==> src/rtl/snoop_arb_pkg.sv <==
// snoop_arb_pkg: shared state encoding and one-hot helper for the round-robin snoop arbiter.
package snoop_arb_pkg;

    typedef enum logic [1:0] {
        IDLE  = 2'd0,
        ARMED = 2'd1,
        DRAIN = 2'd2
    } state_e;

    function automatic logic [31:0] onehot(input int unsigned idx);
        return 32'd1 << idx;
    endfunction

endpackage

==> src/rtl/snoop_arb_rr_pick.sv <==
// rr_pick: combinational round-robin picker, first set request searching from ptr+1 modulo N.
module rr_pick #(
    parameter int N  = 4,
    parameter int IW = $clog2(N)
) (
    input  logic [N-1:0]  req,
    input  logic [IW-1:0] ptr,
    output logic [IW-1:0] idx,
    output logic          valid
);

    logic [IW-1:0] j;

    // Scan from farthest to nearest so the nearest candidate after ptr is the last to win.
    always_comb begin
        idx   = '0;
        j     = '0;
        valid = |req;
        for (int i = N; i >= 1; i--) begin
            j = IW'((int'(ptr) + i) % N);
            if (req[j]) idx = j;
        end
    end

endmodule

==> src/rtl/snoop_arb_rr.sv <==
// snoop_arb_rr: binds each snooper packet to one ready core round-robin; drains packets whose core drops ready.
// Optional packet/drop statistics counters are built when SNOOP_ARB_RR_STATS_EN is defined.
module snoop_arb_rr
    import snoop_arb_pkg::*;
#(
    parameter int SN_ADDR_WIDTH = 8,
    parameter int DATA_WIDTH    = 64,
    parameter int INC_WIDTH     = 8,
    parameter int N             = 4,
    parameter int CNT_WIDTH     = 32
) (
    input  logic                     clk,
    input  logic                     rst,
    input  logic [SN_ADDR_WIDTH-1:0] addr,
    input  logic [DATA_WIDTH-1:0]    wr_data,
    input  logic                     wr_en,
    input  logic [INC_WIDTH-1:0]     byte_inc,
    input  logic                     done,
    output logic                     rdy,
    input  logic [N-1:0]             rdy_for_sn,
    output logic [N-1:0]             rdy_for_sn_ack,
    output logic [SN_ADDR_WIDTH-1:0] sn_addr,
    output logic [DATA_WIDTH-1:0]    sn_wr_data,
    output logic [INC_WIDTH-1:0]     sn_byte_inc,
    output logic [N-1:0]             sn_wr_en,
    output logic [N-1:0]             sn_done
`ifdef SNOOP_ARB_RR_STATS_EN
    ,
    output logic [CNT_WIDTH-1:0]     pkt_cnt,
    output logic [CNT_WIDTH-1:0]     drop_cnt
`endif
);

    localparam int IW = $clog2(N);

    state_e                   state_q, state_d;
    logic [IW-1:0]            g_q, g_d, ptr_q, ptr_d;
    logic                     started_q, started_d;
    logic [N-1:0]             ack_q, ack_d, wr_en_q, wr_en_d, done_q, done_d;
    logic [SN_ADDR_WIDTH-1:0] addr_q, addr_d;
    logic [DATA_WIDTH-1:0]    data_q, data_d;
    logic [INC_WIDTH-1:0]     inc_q, inc_d;
    logic [IW-1:0]            pick_idx;
    logic                     pick_valid;
    logic                     cur_rdy, fwd;

    rr_pick #(.N(N), .IW(IW)) u_pick (
        .req   (rdy_for_sn),
        .ptr   (ptr_q),
        .idx   (pick_idx),
        .valid (pick_valid)
    );

    assign cur_rdy = rdy_for_sn[g_q];
    assign fwd     = (state_q == ARMED) && cur_rdy && wr_en;

    always_ff @(posedge clk) begin
        if (!rst) begin
            state_q   <= IDLE;
            g_q       <= '0;
            ptr_q     <= IW'(N - 1);
            started_q <= 1'b0;
            ack_q     <= '0;
            wr_en_q   <= '0;
            done_q    <= '0;
            addr_q    <= '0;
            data_q    <= '0;
            inc_q     <= '0;
        end else begin
            state_q   <= state_d;
            g_q       <= g_d;
            ptr_q     <= ptr_d;
            started_q <= started_d;
            ack_q     <= ack_d;
            wr_en_q   <= wr_en_d;
            done_q    <= done_d;
            addr_q    <= addr_d;
            data_q    <= data_d;
            inc_q     <= inc_d;
        end
    end

    // done takes priority over ready loss while ARMED.
    always_comb begin
        state_d   = state_q;
        g_d       = g_q;
        ptr_d     = ptr_q;
        started_d = started_q | fwd;
        case (state_q)
            IDLE: begin
                if (pick_valid) begin
                    state_d   = ARMED;
                    g_d       = pick_idx;
                    started_d = 1'b0;
                end
            end
            ARMED: begin
                if (done) begin
                    state_d = IDLE;
                    ptr_d   = g_q;
                end else if (!cur_rdy) begin
                    state_d = started_q ? DRAIN : IDLE;
                end
            end
            DRAIN: begin
                if (done) begin
                    state_d = IDLE;
                    ptr_d   = g_q;
                end
            end
            default: state_d = IDLE;
        endcase
    end

    always_comb begin
        ack_d   = (state_q == IDLE && pick_valid) ? N'(onehot(pick_idx)) : '0;
        wr_en_d = fwd ? N'(onehot(g_q)) : '0;
        done_d  = (state_q == ARMED && done) ? N'(onehot(g_q)) : '0;
        addr_d  = fwd ? addr : addr_q;
        data_d  = fwd ? wr_data : data_q;
        inc_d   = fwd ? byte_inc : inc_q;
    end

    assign rdy            = state_q != IDLE;
    assign rdy_for_sn_ack = ack_q;
    assign sn_wr_en       = wr_en_q;
    assign sn_done        = done_q;
    assign sn_addr        = addr_q;
    assign sn_wr_data     = data_q;
    assign sn_byte_inc    = inc_q;

`ifdef SNOOP_ARB_RR_STATS_EN
    logic [CNT_WIDTH-1:0] pkt_q, pkt_d, drop_q, drop_d;

    always_comb begin
        pkt_d  = pkt_q + CNT_WIDTH'(state_q == ARMED && done);
        drop_d = drop_q + CNT_WIDTH'(state_q == DRAIN && done);
    end

    always_ff @(posedge clk) begin
        if (!rst) begin
            pkt_q  <= '0;
            drop_q <= '0;
        end else begin
            pkt_q  <= pkt_d;
            drop_q <= drop_d;
        end
    end

    assign pkt_cnt  = pkt_q;
    assign drop_cnt = drop_q;
`else
    logic [CNT_WIDTH-1:0] unused_cnt;
    assign unused_cnt = '0;
`endif

endmodule

==> config.mk <==
export PLATFORM = sky130hd
export DESIGN_NAME = snoop_arb_rr
export DESIGN_NICKNAME = d
export VERILOG_FILES = /design/src/rtl/snoop_arb_pkg.sv /design/src/rtl/snoop_arb_rr_pick.sv /design/src/rtl/snoop_arb_rr.sv
export SDC_FILE = /design/constraint.sdc
export NUM_CORES = 1
export LEC_CHECK = 0
export ABC_AREA = 1
export BUFFER_PORTS_ARGS = -buffer_cell sky130_fd_sc_hd__buf_2
export CAP_MARGIN = 20
export CORE_UTILIZATION = 36
export DETAILED_ROUTE_END_ITERATION = 8
export GPL_TIMING_DRIVEN = 0
export MAX_ROUTING_LAYER = met4
export PLACE_DENSITY = 0.69
export SLEW_MARGIN = 10
export SYNTH_ARGS = -nofsm -noshare
export SYNTH_HDL_FRONTEND = slang
export SYNTH_SLANG_ARGS = --single-unit
export TNS_END_PERCENT = 20
==> constraint.sdc <==
create_clock -name clk -period 1.95 [get_ports clk]
set_input_delay 0.4875 -clock clk [delete_from_list [all_inputs] [get_ports clk]]
set_output_delay 0.4875 -clock clk [all_outputs]
set_load 0.01 [all_outputs]
* Yosys cells after proc, flatten, opt, wreduce, memory -nomap -nowiden
Cells that the tools add are included.
Widths: inputs -> output; s select.
** Operators by class
- Add/sub/neg operators :: 4
- $lt $le $gt $ge :: 5
- Equality and inequality tests :: 5
- Shift-type cells :: 2
- Multiplexer cells :: 22
- Bitwise operators :: 1
- Reduce and logical (&&, ||, !) cells :: 14
** Operators with widths (number)
- $mux 2 :: 9
- $lt 2x3->1 const B :: 5
- $bmux 1 s2 :: 5
- $reduce_and 2->1 :: 5
- $shl 1x2->4 const A :: 2
- $mux 1 :: 7
- $pmux 2 s3 :: 1
- $add 2x1->2 const B :: 2
- $add 2x2->2 const B :: 2
- $logic_and 1x1->1 :: 4
- $ne 2x2->1 const B :: 2
- $reduce_or 4->1 :: 1
- $ne 3x3->1 const B :: 1
- $reduce_and 3->1 :: 1
- $eq 2x1->1 const B :: 1
- $eq 2x2->1 const B :: 1
- $logic_not 2->1 :: 1
- $reduce_bool 2->1 :: 1
- $reduce_or 2->1 :: 1
- $or 1x1->1 :: 1
** Word-level totals
- Flip-flop bits (word level) :: 99
- Bits of input ports :: 88
- Output and inout bits :: 93

* Logic depth before layout (Yosys ltp)
Gate-level depths: netlist of run 1.
- Depth in word-level cells :: 8
- Depth in mapped cells :: 11
- Gate-level depth less buffers :: 11

* Cells and area by module
From an unflattened synthesis of run 1, not the netlist that was laid out.
** Second synthesis, totals
- Cells, all modules :: 486
- Area, all modules :: 4735.8 µm²
** By module, submodules not included
- snoop_arb_rr :: times used 1, cells each 435, area each 4469.3 µm²
- rr_pick :: times used 1, cells each 51, area each 266.5 µm²

* Least setup slack after synthesis of run 1
OpenSTA, ideal clock, no wires.
- Kind :: input to register
- Start :: in rdy_for_sn[3]
- End :: reg data_q[17] (netlist: sn_wr_data[17])
- Data arrival time :: 1.236 ns
- Required time :: 1.880 ns
- Setup slack :: 0.644 ns
- Stages :: 9
- Buffers on the path :: 1
- Cells stage by stage :: nand2_1 nand2_1 nand2_1 nand2_2 nand3_4 inv_4 buf_6 nand2_1 a21oi_1
** Between the ends
- Word-level cells in the longest chain between the ends :: 4
** Ends and longest elaborated chain
- start: declaration :: line snoop_arb_rr.sv:20 : input logic [N-1:0] rdy_for_sn,
- $bmux 1 s2 :: line snoop_arb_rr.sv:54 : assign cur_rdy = rdy_for_sn[g_q];
- $mux 1 (not written as such) :: line snoop_arb_rr.sv:54
- $logic_and 1x1->1 (2 in a row) :: line snoop_arb_rr.sv:55 : assign fwd = (state_q == ARMED) && cur_rdy && wr_en;
- end signal: assignment :: line snoop_arb_rr.sv:78 : data_q <= data_d;
- end: declaration :: line snoop_arb_rr.sv:41 : logic [DATA_WIDTH-1:0] data_q, data_d;
No other way between the ends. The select of a mux whose other input is x is not followed.
A chain may end at the register's enable or synchronous reset.

* Final worst setup path of run 1
- Start :: reg state_q[1]
- End :: out rdy
** Between the ends
- Word-level cells in the longest chain between the ends :: 1
** Ends and longest elaborated chain
- start: declaration :: line snoop_arb_rr.sv:36 : state_e state_q, state_d;
- start signal: assignment :: line snoop_arb_rr.sv:70 : state_q <= state_d;
- $reduce_bool 2->1 :: line snoop_arb_rr.sv:124 : assign rdy = state_q != IDLE;
- end: declaration :: line snoop_arb_rr.sv:19 : output logic rdy,
No other way between the ends.

==> metrics.md, run 1 <==
| Metric | Value |
|---|---|
| Post-DP HPWL | 7290 µm |
| DP Worst Slack | 0.120 ns |
| Relative slew margins | 66.0% |
| Skew final | 0.00593 ns |
| Placeable Area | 9860 µm² |
| GRT overflow | 0 |
| Post-Route WL | 9740 µm |
| Final setup fails | 0 |
| Reg2reg setup slack | 0.28 ns |
| # rows | 36 |
| Worst R2R End | sn_addr[0] |
| Setup crit start kind | register |
| Cells after Synth | 488 |
| First-pass GRT wire length | 14100 µm |
| Slowest CP cell | dfxtp_1 |
| HP Class | input port to register |
| Final hold vios | 0 |
| Capture point of the worst path | rdy |
| DR WL/cell | 12.0 µm |
| H-tree Lvls | 3 |
| DIE HEIGHT | 103 µm |
| Max Slew Vio Count | 0 |
| Post-Synth Adder-Cell Area | 1.35% |
| CTS clk-pin slew, worst paths | 0.09 ns |
| Fin Setup TNS | 0 ns |
| Xor and xnor fraction of the mapped netlist area | 0% |
| Detailed Routing Iterations Pass 1 | 4 |
| Post-CTS sizing | 0 |
| IO Port Bufs | 179 |
| Critical Path Start | state_q[1] |
| CTS tree | built |
| Vias | 3698 |
| Root Buffer | clkbuf_8 |
| Routability cong. | 0.909 |
| Vias in the first global route | 3167 |
| Status | finished clean |
| Layout cell share with drive strength beyond 1 | 31.4% |
| # DRC | 0 |
| Cell repeated most along the worst path | inv_1 |
| Die W | 103 µm |
| Period utilization | 87.8% |
| WP data required | 1.46 ns |
| Synthesized flop and latch total | 99 |
| Power Density | 903 nW/µm² |
| Initial Utilization | 37.6% |
| Maxcap violations | 0 |
| Die ar. | 10700 µm² |
| FF-to-FF Start | g_q[0] |
| Arrival time worst endpoint | 1.22 ns |
| Post-DR vias/cell | 4.54 |
| Setup Buffers After CTS | 0 |
| Post-Synth Simple-Gate Area | 26.5% |
| Post-synth cell types | 19 |
| Deepest clock path buffer count | 2 |
| Critical Path Sink Type | primary output |
| Final worst slack | 0.238 ns |
| Synthesized area | 3710 µm² |
| RSZ-0062 raised after global routing | no |
| Initial DRC Count | 118 |
| VDD IR max | 0.355 mV |
| Largest family of logic cells by synthesized area | simple AND/OR/NAND/NOR gates |
| Syn nets | 580 |
| Ant. Diodes | 0 |
| Largest net degree at the start of global routing | 15 |
| Slowest stage delay, CP | 0.33 ns |
| Mean post-synth cell area | 7.59 µm² |
| Antenna Nets Post-Route | 0 |
| Clock Sinks | 99 |
| Worst Tran Pin Value | 0.510 ns |
| Leak | 2.39 nW |
| Crit path max fanout | 4 |
| Min Tclk post-route | 1.71 ns |
| Post-synthesis mux area share | 0% |
| Top-level port count | 181 |
| WS Path Type | register to primary output |
| Clk Latency, worst-skew pair | 0.35 ns |
| R2R depth | 9 |
| TritonCTS Buffers | 9 |
| Antenna violations before repair | 0 |
| Area grow syn2layout | 33.6% |
| Total global-route track usage | 17.6% |
| Achievable frequency | 0.584 GHz |
| CP Cell Sequence | inv_1 > ha_1 > inv_1 > buf_2 |
| Sequential area share after synthesis | 53.5% |
| Final nets | 770 |
| Synth Area in Compound Gates | 11.8% |
| Yosys warning count | 0 |
| CTS Hold Bufs | 0 |
==> area by class of cell <==
type | count | area [µm²]
Fill cell | 970 | 4910
Sequential cell | 99 | 1980
Multi-Input combinational cell | 341 | 1470
Timing Repair Buffer | 179 | 896
Buffer | 26 | 169
Tap cell | 133 | 166
Clock buffer | 11 | 141
Inverter | 22 | 85.1
Clock inverter | 3 | 40.0
==> power breakdown <==
group,switching (mW),internal [mW],leakage [nW]
registers,0.0827,2.17,0.802
clock network,0.632,0.611,0.0950
logic,0.590,0.381,1.50
==> cells in the mapped netlist <==
master	instances	area share [%]
o21ai_0	3	0.41
ha_1	4	1.4
nand4_1	3	0.51
inv_2	2	0.20
buf_2	9	1.2
inv_4	1	0.17
dfxtp_1	99	53
a21oi_1	80	11
buf_6	8	2.4
inv_1	19	1.9
o211ai_1	2	0.41
o21a_1	1	0.20
nand3_4	1	0.47
nand3_1	10	1.4
nand2_2	1	0.17
nand3b_1	1	0.20
nor2_1	17	1.7
clkbuf_1	9	0.91
nand2_1	218	22
==> layout by cell type (no fill, tap or decap), types with 3 or more instances in the layout <==
cell type,instances
dfxtp_1,99
buf_2,188
buf_6,8
ha_1,4
nand3_1,10
nand2_1,218
inv_1,19
nand4_1,3
clkbuf_8,10
clkbuf_1,10
o21ai_0,3
a21oi_1,80
nor2_1,17
==> per-layer routing <==
layer / GRT usage [%] / vias to the layer above / wire [µm]
met4: 7.15 / 0 / 127
met3: 2.96 / 12 / 624
met1: 20.0 / 1632 / 4280
met2: 30.7 / 138 / 4710
li1: - / 1916 / -
met5: - / - / 0
==> worst max-delay path, delay by kind of cell (launching register included) <==
family,cells,cell delay [ns]
fa+ha+maj,1,0.24
buf+inv,3,0.31
flops,1,0.33
==> sequential cells by signal (all words and copies together), names as in the netlist <==
register and count:
sn_wr_data 64, sn_addr 8, sn_byte_inc 8, rdy_for_sn_ack 4, sn_done 4, sn_wr_en 4
g_q 2, ptr_q 2, state_q 2, started_q 1
==> cell families (layout without fill, tap and decap cells) <==
| logic type | Yosys count | after routing |
|---|---|---|
| buf+inv | 48 | 241 |
| compound gates | 86 | 86 |
| fa+ha+maj | 4 | 4 |
| simple gates | 251 | 251 |
| flops | 99 | 99 |
==> per-stage QoR <==
step                      util (%)  power (mW)  hold WS, ns  cells  cell area (µm²)
after CTS                     50.2        4.53        0.356    814             4950
after global routing          50.2        4.76        0.351    814             4950
after global placement        48.3        3.24        0.449    800             4770
after floorplan                  -        2.90        0.441    488             3710
final                         50.2        4.47        0.376    814             4950
after detailed placement      48.3        3.28        0.452    800             4770
==> worst min path at each step <==
| stage | start | end | slack [ns] | cells after the start |
|---|---|---|---|---|
| floorplan | started_q | started_q | 0.44 | 1 |
| detailed placement | sn_wr_data[7] | sn_wr_data[7] | 0.45 | 2 |
| finish | byte_inc[3] | sn_byte_inc[3] | 0.38 | 3 |
| global placement | sn_wr_data[49] | sn_wr_data[49] | 0.45 | 2 |
| CTS | byte_inc[4] | sn_byte_inc[4] | 0.36 | 3 |
| global route | byte_inc[4] | sn_byte_inc[4] | 0.35 | 3 |
(Power assumes the default switching activity.)
==> run 2: changes to the inputs <==
- ABC_AREA: 1 -> unset
- PLACE_DENSITY: 0.69 -> unset
==> run 2 against run 1 <==
Synthesized cell count shrank 7.4%. Clock power increased by 49%. Global-route usage rose by 1.6 points. Critical path type is now register to register. Power up 8.6%. Sequential power is 4% lower. Hold slack better by 0.013 ns. First-iteration DRC count grew to 2.6 times the previous value.
==> metrics.md, run 2 <==
| Metric | Value |
|---|---|
| Post-Route WL | 11600 µm (was 9740 µm) |
| Slowest CP cell | dfxtp_1 (unchanged) |
| Commonest non-fill, non-tap cell in the layout | buf_2 (was nand2_1) |
| Post-synth cell types | 35 (was 19) |
| Die ar. | 11900 µm² (was 10700 µm²) |
| Critical Path Sink Type | register (was primary output) |
| Finished Core Util | 50.4% (was 50.2%) |
| Fin Setup TNS | 0 ns (unchanged) |
| Vias in the first global route | 3675 (was 3167) |
| Synthesized area | 4140 µm² (was 3710 µm²) |
| CTS tree | built (unchanged) |
| VDD IR max | 0.417 mV (was 0.355 mV) |
| Hold_sp | wr_data[52] (was byte_inc[3]) |
| Ant. Diodes | 0 (unchanged) |
| Power Density | 873 nW/µm² (was 903 nW/µm²) |
| Antenna Nets Post-Route | 0 (unchanged) |
| Capture point of the worst path | sn_byte_inc[7] (was rdy) |
| Syn nets | 544 (was 580) |
| Vias | 4036 (was 3698) |
| HP Class | input port to register (unchanged) |
| Achievable frequency | 0.545 GHz (was 0.584 GHz) |
| Status | finished clean (unchanged) |
| Commonest cells after routing, fill and taps aside | 181 x buf_2, 99 x dfxtp_1, 86 x nand3_1 (was 218 x nand2_1, 188 x buf_2, 99 x dfxtp_1) |
| Max FFs per register | 64 (unchanged) |
| Clock network power share | 38.2% (was 27.8%) |
| CTS Hold Bufs | 0 (unchanged) |
| WS Path Type | register to register (was register to primary output) |
| Synth top area share | 47.9% (was 53.5%) |
| Top-level port count | 181 (unchanged) |
| Post-DR vias/cell | 5.12 (was 4.54) |
| Arrival time worst endpoint | 2.06 ns (was 1.22 ns) |
| Post-route insts no fill | 788 (was 814) |
| Mean post-synth cell area | 9.16 µm² (was 7.59 µm²) |
| DIE HEIGHT | 109 µm (was 103 µm) |
| GRT overflow | 0 (unchanged) |
| FF-to-FF Start | state_q[1] (was g_q[0]) |
| Sw Pwr | 1.23 mW (was 1.30 mW) |
| Initial Utilization | 37.5% (was 37.6%) |
| Yosys top cell by area | dfxtp_1 (unchanged) |
| Largest cells by area after synthesis | dfxtp_1 48%, nand3_1 10%, a21oi_1 10% (was dfxtp_1 53%, nand2_1 22%, a21oi_1 11%) |
| CTS clk-pin slew, worst paths | 0.07 ns (was 0.09 ns) |
| Clock Sinks | 99 (unchanged) |
| P_int | 3.62 mW (was 3.16 mW) |
| Top routing layer used | met4 (unchanged) |
| Overall Power | 4.85 mW (was 4.47 mW) |
| Metal-1 WL | 5070 µm (was 4280 µm) |
| R2R depth | 7 (was 9) |
| Switching share of power | 25.4% (was 29.2%) |
| Routability cong. | 0.792 (was 0.909) |
| Final hold vios | 0 (unchanged) |
| Final nets | 736 (was 770) |
| Worst R2R End | sn_byte_inc[7] (was sn_addr[0]) |
| Root Buffer | clkbuf_16 (was clkbuf_8) |
| Wire length on met2 | 5190 µm (was 4710 µm) |
| WL met3 | 954 µm (was 624 µm) |
| Leak | 2.41 nW (was 2.39 nW) |
| IO Port Bufs | 180 (was 179) |
| Reg2reg setup slack | 0.11 ns (was 0.28 ns) |
| Initial DRC Count | 312 (was 118) |
| Deepest clock path buffer count | 2 (unchanged) |
| Die W | 109 µm (was 103 µm) |
| WP data required | 2.17 ns (was 1.46 ns) |
| Dominant synthesized flop cell | dfxtp_1 (unchanged) |
| Cell with the most instances after synthesis | dfxtp_1 (was nand2_1) |
| Setup crit start kind | register (unchanged) |
| Relative slew margins | 64.1% (was 66.0%) |
| Min Tclk post-route | 1.84 ns (was 1.71 ns) |
| Cells after Synth | 452 (was 488) |
| Post-DP HPWL | 8350 µm (was 7290 µm) |
| Skew final | 0.00706 ns (was 0.00593 ns) |
| Area grow syn2layout | 34.3% (was 33.6%) |
| # DRC | 0 (unchanged) |
| Detailed Routing Iterations Pass 1 | 4 (unchanged) |
| H-tree Lvls | 3 (unchanged) |
| First-pass GRT wire length | 17100 µm (was 14100 µm) |
| Total global-route track usage | 19.2% (was 17.6%) |
| Ys async rst share | 0% (unchanged) |
| Layout cell share with drive strength beyond 1 | 37.7% (was 31.4%) |
| Antenna violations before repair | 0 (unchanged) |
| Crit path max fanout | 10 (was 4) |
| Comb pwr share | 17.2% (was 21.7%) |
| CP Cell Sequence | inv_1 > ha_2 > or2b_1 > o22a_4 > clkbuf_4 > o21ai_0 > a21oi_1 (was inv_1 > ha_1 > inv_1 > buf_2) |
| DR WL/cell | 14.7 µm (was 12.0 µm) |
| Sequential area share after synthesis | 47.9% (was 53.5%) |
| # rows | 38 (was 36) |
| Largest net degree at the start of global routing | 15 (unchanged) |
| TritonCTS Buffers | 9 (unchanged) |
| Sequential fraction of design power | 44.6% (was 50.5%) |
| Slowest stage delay, CP | 0.33 ns (about the same) |
| Final setup fails | 0 (unchanged) |
| Period utilization | 94.1% (was 87.8%) |
| Yosys warning count | 0 (unchanged) |
| Placed cell count | 772 (was 800) |
| RSZ-0062 raised after global routing | no (unchanged) |
| Maxcap violations | 0 (unchanged) |
| Critical Path Start | state_q[1] (unchanged) |
| Post-synth EDFFs | 0 (unchanged) |
| Most frequent cells after synthesis | 99 x dfxtp_1, 86 x nand3_1, 84 x a21oi_1 (was 218 x nand2_1, 99 x dfxtp_1, 80 x a21oi_1) |
| Synthesized flop and latch total | 99 (unchanged) |
| Placeable Area | 11000 µm² (was 9860 µm²) |
| Worst Tran Pin Value | 0.533 ns (was 0.510 ns) |
| Max Slew Vio Count | 0 (unchanged) |
| Clk Latency, worst-skew pair | 0.34 ns (was 0.35 ns) |
## run 2: power by group through the flow
stage               logic [mW]  clock network [mW]  registers (mW)
CTS                      0.821                1.90            2.16
detailed placement       0.818                   0            2.21
finish                   0.835                1.85            2.16
global route             0.916                1.98            2.18
floorplan                0.470                   0            2.25
global placement         0.808                   0            2.21
## run 2: cell type report
type / instances / area (µm²)
buffer: 45 / 495
fill: 1051 / 5470
clock buffer: 14 / 284
multi-input combinational: 302 / 1650
timing repair buffer: 181 / 921
tap: 140 / 175
sequential: 99 / 1980
clock inverter: 1 / 30.0
inverter: 6 / 22.5
## run 2: worst min path at each step
stage	slack (ns)	endpoint	depth (start not counted)
finish	0.39	sn_wr_data[52]	3
global route	0.39	sn_wr_data[52]	3
CTS	0.38	sn_wr_data[8]	3
detailed placement	0.46	sn_wr_data[29]	2
global placement	0.45	sn_byte_inc[2]	2
floorplan	0.44	ptr_q[0]	2
## run 2: kinds of logic (layout without fill, tap and decap cells)
kind of cell    Yosys count  count (layout)  synth area share (%)
simple gates            121             121                  15.4
fa+ha+maj                 4               4                  1.21
flops                    99              99                  47.9
mux                       4               4                  1.27
compound gates          173             173                  21.8
buf+inv                  51             247                  12.5
## run 2: metal layers
| layer | GRT usage, % | vias to the layer above |
|---|---|---|
| met5 | - | - |
| met4 | 10.3 | 0 |
| met3 | 4.66 | 28 |
| met2 | 29.7 | 170 |
| met1 | 23.1 | 1849 |
| li1 | - | 1989 |
## run 2: per-stage QoR
stage | hold slack, ns | area [µm²] | setup WS (ns)
5_1_grt | 0.390 | 5560 | 0.0179
3_3_place_gp | 0.455 | 5220 | 0.0482
4_1_cts | 0.380 | 5530 | 0.00919
2_1_floorplan | 0.444 | 4140 | 0.338
6_report | 0.389 | 5560 | 0.115
3_5_place_dp | 0.463 | 5220 | 0.00660
## run 2: worst max-delay path: cells and delay by family, from the launching register on
family                     cells  cell delay (ns)
AOI/OAI and AO/OA              3             0.57
DFF                            1             0.33
buffers and inverters          2             0.30
and+or+nand+nor                1             0.29
adders and majority gates      1             0.22
## run 2: what timing repair did
item | 4_1_cts | 5_1_grt
gates resized for setup | 0 | 4
pin swaps | 1 | 2
cloned | 0 | 0
setup endpoints to repair | 17 | 83
setup buffers | 0 | 1
==> run 3: changes to the inputs <==
- CORE_MARGIN: unset -> 2
- GPL_ROUTABILITY_DRIVEN: unset -> 0
- RECOVER_POWER: unset -> 100
==> run 3 against run 2 <==
Largest cell class unchanged. Highest routed layer unchanged. Worst setup slack improved by 0.0061 ns. Sequential power about the same. Clock skew down 0.0013 ns. Critical path type unchanged. Routed wire length grew 2.8%. Non-clock buffer count unchanged.
==> metrics.md, run 3 (synthesis gave the netlist of run 2 again) <==
| Metric | Value |
|---|---|
| VDD IR max | 0.488 mV (was 0.417 mV) |
| Die W | 111 µm (was 109 µm) |
| Slowest stage delay, CP | 0.33 ns (about the same) |
| TritonCTS Buffers | 9 (unchanged) |
| Clock network power share | 37.6% (was 38.2%) |
| Initial Utilization | 36.6% (was 37.5%) |
| Achievable frequency | 0.547 GHz (was 0.545 GHz) |
| DIE HEIGHT | 111 µm (was 109 µm) |
| DP Area | 5220 µm² (about the same) |
| Skew final | 0.00572 ns (was 0.00706 ns) |
| Initial DRC Count | 315 (was 312) |
| Antenna Nets Post-Route | 0 (unchanged) |
| Critical Path Start | state_q[1] (unchanged) |
| Reg2reg setup slack | 0.12 ns (was 0.11 ns) |
| GRT overflow | 0 (unchanged) |
| Ant. Diodes | 0 (unchanged) |
| Total global-route track usage | 19.0% (was 19.2%) |
| FF-to-FF Start | state_q[1] (unchanged) |
| Min Tclk post-route | 1.83 ns (was 1.84 ns) |
| Cell area after layout | 5400 µm² (was 5560 µm²) |
| Clock Sinks | 99 (unchanged) |
| Top-level port count | 181 (unchanged) |
| First-pass GRT wire length | 18600 µm (was 17100 µm) |
| HP Class | input port to register (unchanged) |
| P_int | 3.49 mW (was 3.62 mW) |
| CTS tree | built (unchanged) |
| CP Cell Sequence | inv_1 > ha_2 > or2b_1 > o22a_4 > clkbuf_2 > o21ai_0 > a21oi_1 (was inv_1 > ha_2 > or2b_1 > o22a_4 > clkbuf_4 > o21ai_0 > a21oi_1) |
| IO Port Bufs | 180 (unchanged) |
| Arrival time worst endpoint | 2.04 ns (was 2.06 ns) |
| Commonest non-fill, non-tap cell in the layout | dfxtp_1 (was buf_2) |
| Sw Pwr | 1.28 mW (was 1.23 mW) |
| Clk Latency, worst-skew pair | 0.35 ns (was 0.34 ns) |
| Max FFs per register | 64 (unchanged) |
| Post-DR vias/cell | 5.07 (was 5.12) |
| Root Buffer | clkbuf_16 (unchanged) |
| Post-DP HPWL | 8470 µm (was 8350 µm) |
| CP top delay family | compound AO/OA/AOI/OAI gates (unchanged) |
| Maxcap violations | 0 (unchanged) |
| Fin Setup TNS | 0 ns (unchanged) |
| CP bufs+invs | 2 (unchanged) |
| Area grow syn2layout | 30.6% (was 34.3%) |
| Post-Route WL | 11900 µm (was 11600 µm) |
| H-tree Lvls | 3 (unchanged) |
| Critical Path Sink Type | register (unchanged) |
| DR WL/cell | 15.0 µm (was 14.7 µm) |
| Period utilization | 93.8% (was 94.1%) |
| Final setup fails | 0 (unchanged) |
| Sequential fraction of design power | 45.5% (was 44.6%) |
| Switching share of power | 26.8% (was 25.4%) |
| CTS Hold Bufs | 0 (unchanged) |
| Placeable Area | 11300 µm² (was 11000 µm²) |
| Relative slew margins | 64.9% (was 64.1%) |
| Commonest cells after routing, fill and taps aside | 99 x dfxtp_1, 95 x clkbuf_1, 88 x buf_2 (was 181 x buf_2, 99 x dfxtp_1, 86 x nand3_1) |
| Slowest CP cell | dfxtp_1 (unchanged) |
| Worst Tran Pin Value | 0.524 ns (was 0.533 ns) |
| Crit path max fanout | 10 (unchanged) |
| Final nets | 736 (unchanged) |
| Setup crit start kind | register (unchanged) |
| Detailed Routing Iterations Pass 1 | 4 (unchanged) |
| Status | finished clean (unchanged) |
| Die ar. | 12400 µm² (was 11900 µm²) |
| Max Slew Vio Count | 0 (unchanged) |
| Final hold vios | 0 (unchanged) |
| Vias in the first global route | 3798 (was 3675) |
| Deepest clock path buffer count | 2 (unchanged) |
| RSZ-0062 raised after global routing | no (unchanged) |
| # DRC | 0 (unchanged) |
| Hold_sp | wr_data[39] (was wr_data[52]) |
| # rows | 39 (was 38) |
| Vias | 4014 (was 4036) |
| Power Density | 881 nW/µm² (was 873 nW/µm²) |
| Leak | 2.00 nW (was 2.41 nW) |
| CTS clk-pin slew, worst paths | 0.07 ns (about the same) |
| Layout fillers | 1172 (was 1051) |
| Antenna violations before repair | 0 (unchanged) |
| Layout cell share with drive strength beyond 1 | 22.8% (was 37.7%) |
| Largest net degree at the start of global routing | 16 (was 15) |
| Comb pwr share | 17.0% (was 17.2%) |
| WS Path Type | register to register (unchanged) |
| WP data required | 2.17 ns (about the same) |
-- run 3: what timing repair did --
item                       4_1_cts  5_1_grt
gates cloned                     0        0
setup endpoints to repair       13       74
gates resized for setup          0        4
setup buffers                    1        0
pin swaps                        1        1
-- run 3: through the flow --
stage / power (mW) / hold slack, ns / setup WS [ns] / utilization [%] / cells
final: 4.76 / 0.385 / 0.121 / 47.7 / 792
after CTS: 4.83 / 0.375 / 0.0146 / 48.9 / 792
after global routing: 4.98 / 0.388 / 0.00953 / 47.7 / 792
after global placement: 3.01 / 0.455 / 0.0541 / 46.1 / 775
after detailed placement: 3.03 / 0.461 / 0.00401 / 46.1 / 775
after floorplan: 2.72 / 0.444 / 0.338 / - / 452
-- run 3: power groups by stage --
| stage | registers [mW] | clock network (mW) | logic, mW |
|---|---|---|---|
| after floorplan | 2.25 | 0 | 0.470 |
| after global placement | 2.20 | 0 | 0.810 |
| after detailed placement | 2.21 | 0 | 0.824 |
| after CTS | 2.16 | 1.83 | 0.838 |
| after global routing | 2.18 | 1.91 | 0.887 |
| final | 2.17 | 1.79 | 0.807 |
-- run 3: metal layers --
metal	up-vias	GRT usage [%]	part of all wire, %
met5	-	-	0
met4	0	7.90	2.2
met3	23	4.65	5.8
met2	116	31.2	48
met1	1877	22.5	44
li1	1998	-	-
-- run 3: layout make-up --
cell class              instances  area [µm²]  area share [%]
plain buffers                  45         490            9.08
clock buffers                  11         243            4.49
clock inverters                 5        52.6           0.972
inverters                       6        22.5           0.417
multi-input cells             302        1630            30.2
flip-flops and latches         99        1980            36.7
well taps                     143         179            3.31
repair buffers                181         805            14.9
-- run 3: final timing paths --
kind                                  endpoint  depth (start not counted)
worst min-delay path            sn_wr_data[39]                          3
worst max register to register  sn_wr_data[35]                          7
worst max-delay path            sn_wr_data[35]                          7
worst min register to register  sn_wr_data[58]                          2
-- run 3: worst register-to-register path, cell delays in order (launching register included) --
cell and delay [ns]:
dfxtp_1 0.33, inv_1 0.11, ha_2 0.21, or2b_1 0.28
o22a_4 0.28, clkbuf_2 0.21, o21ai_0 0.19, a21oi_1 0.09
